File: config.mk
export PLATFORM = sky130hd
export DESIGN_NAME = fsk_tx_sequencer
export DESIGN_NICKNAME = d
export VERILOG_FILES = /design/src/rtl/fsk_tx_sequencer.sv
export SDC_FILE = /design/constraint.sdc
export NUM_CORES = 1
export LEC_CHECK = 0
export BUFFER_PORTS_ARGS = -buffer_cell sky130_fd_sc_hd__buf_2
export CORE_ASPECT_RATIO = 1.5
export CORE_UTILIZATION = 61
export DETAILED_ROUTE_END_ITERATION = 12
export GPL_ROUTABILITY_DRIVEN = 0
export PLACE_DENSITY = 0.82
export SLEW_MARGIN = 15
export SYNTH_ARGS = -nofsm -noshare
export SYNTH_HDL_FRONTEND = slang
export SYNTH_SLANG_ARGS = --single-unit
File: constraint.sdc
create_clock -name clk -period 6.7 [get_ports clk]
set_input_delay 1.005 -clock clk [delete_from_list [all_inputs] [get_ports clk]]
set_output_delay 1.005 -clock clk [all_outputs]
set_load 0.005 [all_outputs]
File: src/rtl/fsk_tx_sequencer.sv
// Packet sequencer for the FSK modulator: oscillator warmup, preamble, access address,
// payload and tail, one bit per SPS clocks. Define FSK_WHITEN_EN to whiten payload bits.
module fsk_tx_sequencer #(
  parameter int SPS        = 8,
  parameter int WARMUP_CYC = 64,
  parameter int TAIL_SYM   = 4
) (
  input  logic        clk,
  input  logic        rst,
  input  logic        start,
  input  logic        abort,
  input  logic [7:0]  len,
  input  logic [31:0] access_addr,
  input  logic [5:0]  chan,
  output logic [7:0]  buf_addr,
  input  logic [7:0]  buf_data,
  output logic        osc_en,
  output logic        mod_en,
  output logic        mod_bit,
  output logic        bit_strobe,
  output logic        busy,
  output logic        done
);
  localparam int SC_W = (SPS > 1) ? $clog2(SPS) : 1;
  localparam int WC_W = $clog2(WARMUP_CYC + 1);
  localparam logic [SC_W-1:0] SYM_LAST  = SC_W'(SPS - 1);
  localparam logic [WC_W-1:0] WARM_LAST = WC_W'(WARMUP_CYC - 1);
  localparam logic [7:0]      TAIL_LAST = 8'(TAIL_SYM - 1);

  typedef enum logic [2:0] {
    IDLE     = 3'd0,
    WARMUP   = 3'd1,
    PREAMBLE = 3'd2,
    ACCESS   = 3'd3,
    PAYLOAD  = 3'd4,
    TAIL     = 3'd5
  } state_t;

  state_t          state_r;
  logic [7:0]      len_r;
  logic [31:0]     aa_r;
  logic [5:0]      chan_r;
  logic [SC_W-1:0] sym_cnt_r;
  logic [WC_W-1:0] warm_cnt_r;
  logic [7:0]      bit_idx_r;
  logic [7:0]      byte_idx_r;
  logic [7:0]      byte_r;

  logic       sym_end_s;
  logic       last_byte_s;
  logic [4:0] next_idx_s;
  logic       first_bit_s;
  logic       new_byte_bit_s;
  logic       next_bit_s;

  assign sym_end_s   = (sym_cnt_r == SYM_LAST);
  assign last_byte_s = (({1'b0, byte_idx_r} + 9'd1) == {1'b0, len_r});
  assign next_idx_s  = bit_idx_r[4:0] + 5'd1;

`ifdef FSK_WHITEN_EN
  logic [6:0] lfsr_r;
  logic [6:0] seed_s;

  // x^7+x^4+1 whitening LFSR, bit index = register position, output taken from position 6
  function automatic logic [6:0] lfsr_step(input logic [6:0] s);
    return {s[5], s[4], s[3] ^ s[6], s[2], s[1], s[0], s[6]};
  endfunction

  assign seed_s         = {chan_r[0], chan_r[1], chan_r[2], chan_r[3], chan_r[4], chan_r[5], 1'b1};
  assign first_bit_s    = buf_data[0] ^ seed_s[6];
  assign new_byte_bit_s = buf_data[0] ^ lfsr_r[6];
  assign next_bit_s     = byte_r[next_idx_s[2:0]] ^ lfsr_r[6];
`else
  logic chan_unused_s;
  assign chan_unused_s  = ^chan_r;
  assign first_bit_s    = buf_data[0];
  assign new_byte_bit_s = buf_data[0];
  assign next_bit_s     = byte_r[next_idx_s[2:0]];
`endif

  // Sequencer FSM, counters and registered modulator-side outputs
  always_ff @(posedge clk) begin
    if (rst || (abort && (state_r != IDLE))) begin
      state_r    <= IDLE;
      len_r      <= 8'd0;
      aa_r       <= 32'd0;
      chan_r     <= 6'd0;
      sym_cnt_r  <= '0;
      warm_cnt_r <= '0;
      bit_idx_r  <= 8'd0;
      byte_idx_r <= 8'd0;
      byte_r     <= 8'd0;
      buf_addr   <= 8'd0;
      osc_en     <= 1'b0;
      mod_en     <= 1'b0;
      mod_bit    <= 1'b0;
      bit_strobe <= 1'b0;
      busy       <= 1'b0;
      done       <= 1'b0;
`ifdef FSK_WHITEN_EN
      lfsr_r     <= 7'd0;
`endif
    end else begin
      bit_strobe <= 1'b0;
      done       <= 1'b0;
      if ((state_r == IDLE) || (state_r == WARMUP) || sym_end_s) sym_cnt_r <= '0;
      else sym_cnt_r <= sym_cnt_r + 1'b1;

      case (state_r)
        IDLE: begin
          if (start && !abort) begin
            len_r      <= len;
            aa_r       <= access_addr;
            chan_r     <= chan;
            warm_cnt_r <= '0;
            busy       <= 1'b1;
            osc_en     <= 1'b1;
            state_r    <= WARMUP;
          end
        end
        WARMUP: begin
          if (warm_cnt_r == WARM_LAST) begin
            state_r    <= PREAMBLE;
            mod_en     <= 1'b1;
            bit_strobe <= 1'b1;
            mod_bit    <= aa_r[0];
            bit_idx_r  <= 8'd0;
          end else begin
            warm_cnt_r <= warm_cnt_r + 1'b1;
          end
        end
        // preamble bit i alternates and starts with aa[0], so bit 7 differs from aa[0]
        PREAMBLE: begin
          if (sym_end_s) begin
            bit_strobe <= 1'b1;
            if (bit_idx_r == 8'd7) begin
              state_r   <= ACCESS;
              bit_idx_r <= 8'd0;
              mod_bit   <= aa_r[0];
            end else begin
              bit_idx_r <= bit_idx_r + 8'd1;
              mod_bit   <= ~bit_idx_r[0] ^ aa_r[0];
            end
          end
        end
        ACCESS: begin
          if (sym_end_s) begin
            bit_strobe <= 1'b1;
            if (bit_idx_r == 8'd31) begin
              bit_idx_r  <= 8'd0;
              byte_idx_r <= 8'd0;
              if (len_r == 8'd0) begin
                state_r <= TAIL;
                mod_bit <= 1'b0;
              end else begin
                state_r <= PAYLOAD;
                byte_r  <= buf_data;
                mod_bit <= first_bit_s;
`ifdef FSK_WHITEN_EN
                lfsr_r  <= lfsr_step(seed_s);
`endif
              end
            end else begin
              bit_idx_r <= bit_idx_r + 8'd1;
              mod_bit   <= aa_r[next_idx_s];
              if (bit_idx_r == 8'd30) buf_addr <= 8'd0;
            end
          end
        end
        PAYLOAD: begin
          if (sym_end_s) begin
            bit_strobe <= 1'b1;
            if (bit_idx_r == 8'd7) begin
              bit_idx_r <= 8'd0;
              if (last_byte_s) begin
                state_r <= TAIL;
                mod_bit <= 1'b0;
              end else begin
                byte_idx_r <= byte_idx_r + 8'd1;
                byte_r     <= buf_data;
                mod_bit    <= new_byte_bit_s;
`ifdef FSK_WHITEN_EN
                lfsr_r     <= lfsr_step(lfsr_r);
`endif
              end
            end else begin
              bit_idx_r <= bit_idx_r + 8'd1;
              mod_bit   <= next_bit_s;
`ifdef FSK_WHITEN_EN
              lfsr_r    <= lfsr_step(lfsr_r);
`endif
              // next byte is requested for the whole of bit 7 so buf_data settles first
              if ((bit_idx_r == 8'd6) && !last_byte_s) buf_addr <= byte_idx_r + 8'd1;
            end
          end
        end
        TAIL: begin
          if (sym_end_s) begin
            if (bit_idx_r == TAIL_LAST) begin
              state_r   <= IDLE;
              osc_en    <= 1'b0;
              mod_en    <= 1'b0;
              busy      <= 1'b0;
              done      <= 1'b1;
              mod_bit   <= 1'b0;
              bit_idx_r <= 8'd0;
            end else begin
              bit_strobe <= 1'b1;
              bit_idx_r  <= bit_idx_r + 8'd1;
            end
          end
        end
        default: state_r <= IDLE;
      endcase
    end
  end
endmodule

==> flow_metrics.tcl <==
set metrics [dict create \
    multiInputGateArea_sq_um 2664 \
    synth_top_family_by_area "simple AND/OR/NAND/NOR gates" \
    post_cts_buffers 0 \
    clk_path_buf_depth 2 \
    yosysMostFrequentCell "nand2_1" \
    async_flop_share_pct 0 \
    htreeDepth 3 \
    ys_seq_area_share_pct 38.59 \
    fin_skew_ps 10.52 \
    placed_cell_area_sq_um 4965 \
    hpwl_um 7464 \
    startpoint_type "flip-flop" \
    drt_iter0_drc 439 \
    clock-root-buffer "clkbuf_8" \
    antenna_cells 0 \
    fillerInstances 646 \
    cts_made_buffers 9 \
    netlist_instances 563 \
    max_cap_violations 0 \
    ys_types 62 \
    ant_nets 0 \
    grt_start_max_net_pins 67 \
    die_width_um 73.44 \
    hold_class "reg -> reg" \
    synthTopCellsByCount "110 x nand2_1, 90 x dfxtp_1, 62 x a21oi_1" \
    rsz0062_at_grt "false" \
    regArea_sq_um 1802 \
    syn-num-nets 628 \
    ys.flop_type "dfxtp_1" \
    crit_arrival_ps 3740 \
    p_leak_nw 1.875 \
    drive_above_1_share_pct 18.75 \
    antenna_found_initial 0 \
    synth_area_sq_um 4669 \
    grt_first_pass_wirelength_um 17490 \
    drt_first_pass_iters 7 \
    grt_pass1_vias 3940 \
    period_share_pct 52.47 \
    setup_ws_ps 3185 \
    reg2reg_depth 8 \
    avgRoutedWirePerCell_um 14.75 \
    ctsHoldBuffers 0 \
    ioPinCount 72 \
    ys_ff_latch 90 \
    rows 38 \
    max_freq_ghz 0.2845 \
    min_from "sym_cnt_r[0]$_SDFF_PP0_" \
    via_per_inst 5.990 \
    synthAdderAreaFrac_pct 1.876 \
    worst_ir_drop_vdd_mv 0.1738 \
    vias 4241 \
    synthSimpleGateAreaFrac_pct 24.04 \
    slew-limit-headroom_pct 41.82 \
    worstReg2RegStart "bit_idx_r[0]$_SDFFE_PP0P_" \
    grtUsageTotal_pct 28.36 \
    synthMuxAreaShare_pct 6.404 \
    start_util_pct 63.77 \
    dp_slack_ps 3215 \
    die_area_sq_um 8016 \
    netlist_top_cells_area "dfxtp_1 39%, nand2_1 8.8%, a21oi_1 6.6%" \
    rrSetupSlack_ps 3180 \
    worst_slew_pin_slew_ps 868.9 \
    nets 669 \
    grt_overflow 0 \
    cts_tree "built" \
    synth.top_cell.area_share_pct 38.59 \
    design_area_sq_um 5151 \
    crit_end "bit_idx_r[1]$_SDFFE_PP0P_" \
    clk_pin_slew_ps 80 \
    clk_latency_ps 370 \
    ys_warn_count 0 \
    finalSetupTns_ps 0 \
    worstSetupPathType "reg -> reg" \
    port_buffers 65 \
    synth_area_per_cell_sq_um 8.294 \
    period_minus_slack_ps 3515 \
    status "finished clean" \
    critPathRequiredTime_ps 6930 \
    cp-startpoint "bit_idx_r[0]$_SDFFE_PP0P_" \
    rr_endpoint "bit_idx_r[1]$_SDFFE_PP0P_" \
    cp-end-kind "flip-flop" \
    synth_compound_area_share_pct 19.19 \
    area_growth_syn_to_layout_pct 10.32 \
    cts.sinks 90 \
    setup_violations 0 \
    finalHoldViolCount 0 \
    synthXorXnorAreaFrac_pct 5.413 \
    critical_path.max_fanout 15 \
    cts_resized 0 \
    finalWirelength_um 10440 \
    die_h_um 109.2 \
    coreArea_sq_um 7322 \
    synth_edf_count 0 \
    synth_top_area_cell "dfxtp_1" \
    slew_viol_final 0 \
    route.detailed.drc 0 \
    powerDensity_nw_per_um2 212.1 \
]
==> flip-flops by register name (all words and copies together) (netlist names) <==
register,cells
aa_r,32
bit_idx_r,8
bit_strobe,1
buf_addr,8
busy,1
byte_idx_r,8
byte_r,8
done,1
len_r,8
mod_bit,1
mod_en,1
state_r,3
sym_cnt_r,3
warm_cnt_r,7
==> routing by layer <==
metal  global-route usage, %  share of wire, %
met2                   51.46                52
met4                   11.81               2.7
met3                   5.545               4.6
met1                   31.79                41
met5                       0                 0
==> kinds of logic after synthesis <==
group / count (synthesis)
AND/OR/NAND/NOR: 237
AO/OA/AOI/OAI: 139
flip-flops: 90
buffers and inverters: 45
XOR/XNOR: 28
multiplexers: 17
adder cells (fa/ha/maj): 7
==> placed cells by master, fill, tap and decap left out, drive strengths merged, types with 3 or more instances in the layout <==
cell type	count
nor2b	3
or3	7
o21a	3
a21oi	62
or2	3
o211ai	4
dfxtp	90
nand2	110
ha	7
o2bb2ai	8
a31oi	8
nand3	32
and3	9
xor2	17
buf	68
o21ai	26
mux4	10
inv	7
o31ai	3
nand4	9
xnor2	11
nor2	38
nor3	9
clkbuf	13
mux2	3
a21o	3
mux2i	4
a211oi	4
o22ai	4
==> where the power goes <==
| part | total (mW) | switching [mW] | internal [mW] |
|---|---|---|---|
| clock | 0.363 | 0.182 | 0.181 |
| combinational | 0.150 | 0.0887 | 0.0613 |
| sequential | 0.579 | 0.0218 | 0.557 |
| total | 1.09 | 0.293 | 0.800 |
==> stage by stage <==
| stage | std cells | utilization (%) | hold WS [ps] | power [mW] |
|---|---|---|---|---|
| finish | 708 | 70.35 | 445.5 | 1.092 |
| global route | 708 | 70.35 | 475.8 | 1.143 |
| CTS | 708 | 70.35 | 445.3 | 1.099 |
| detailed placement | 693 | 67.81 | 433.0 | 0.7408 |
| global placement | 693 | 67.81 | 418.2 | 0.7366 |
| floorplan | 563 | - | 407.3 | 0.6979 |
==> how the worst min path moves through the flow <==
stage | depth (start not counted) | slack (ps) | end
after floorplan | 1 | 410 | sym_cnt_r[0]$_SDFF_PP0_
after global placement | 1 | 420 | sym_cnt_r[0]$_SDFF_PP0_
after detailed placement | 1 | 430 | sym_cnt_r[0]$_SDFF_PP0_
after CTS | 1 | 450 | sym_cnt_r[0]$_SDFF_PP0_
after global routing | 2 | 480 | aa_r[20]$_SDFFE_PP0P_
final | 1 | 450 | sym_cnt_r[0]$_SDFF_PP0_
==> cell type report <==
class | instances | share of cell area, %
inverters | 7 | 0.5101
repair buffers | 68 | 6.752
clock buffers | 13 | 2.890
well taps | 100 | 2.429
flip-flops and latches | 90 | 34.98
multi-input cells | 428 | 51.71
clock inverters | 2 | 0.7287
==> critical path, stage by stage, from the launching register on <==
cell and delay (ps):
dfxtp_1 830, ha_1 590, or4b_2 680, nor3_2 320, o22ai_1 180, o21ai_0 280, nor2_1 90, o21ai_2 300
a211oi_1 90
(Power assumes the default switching activity.)
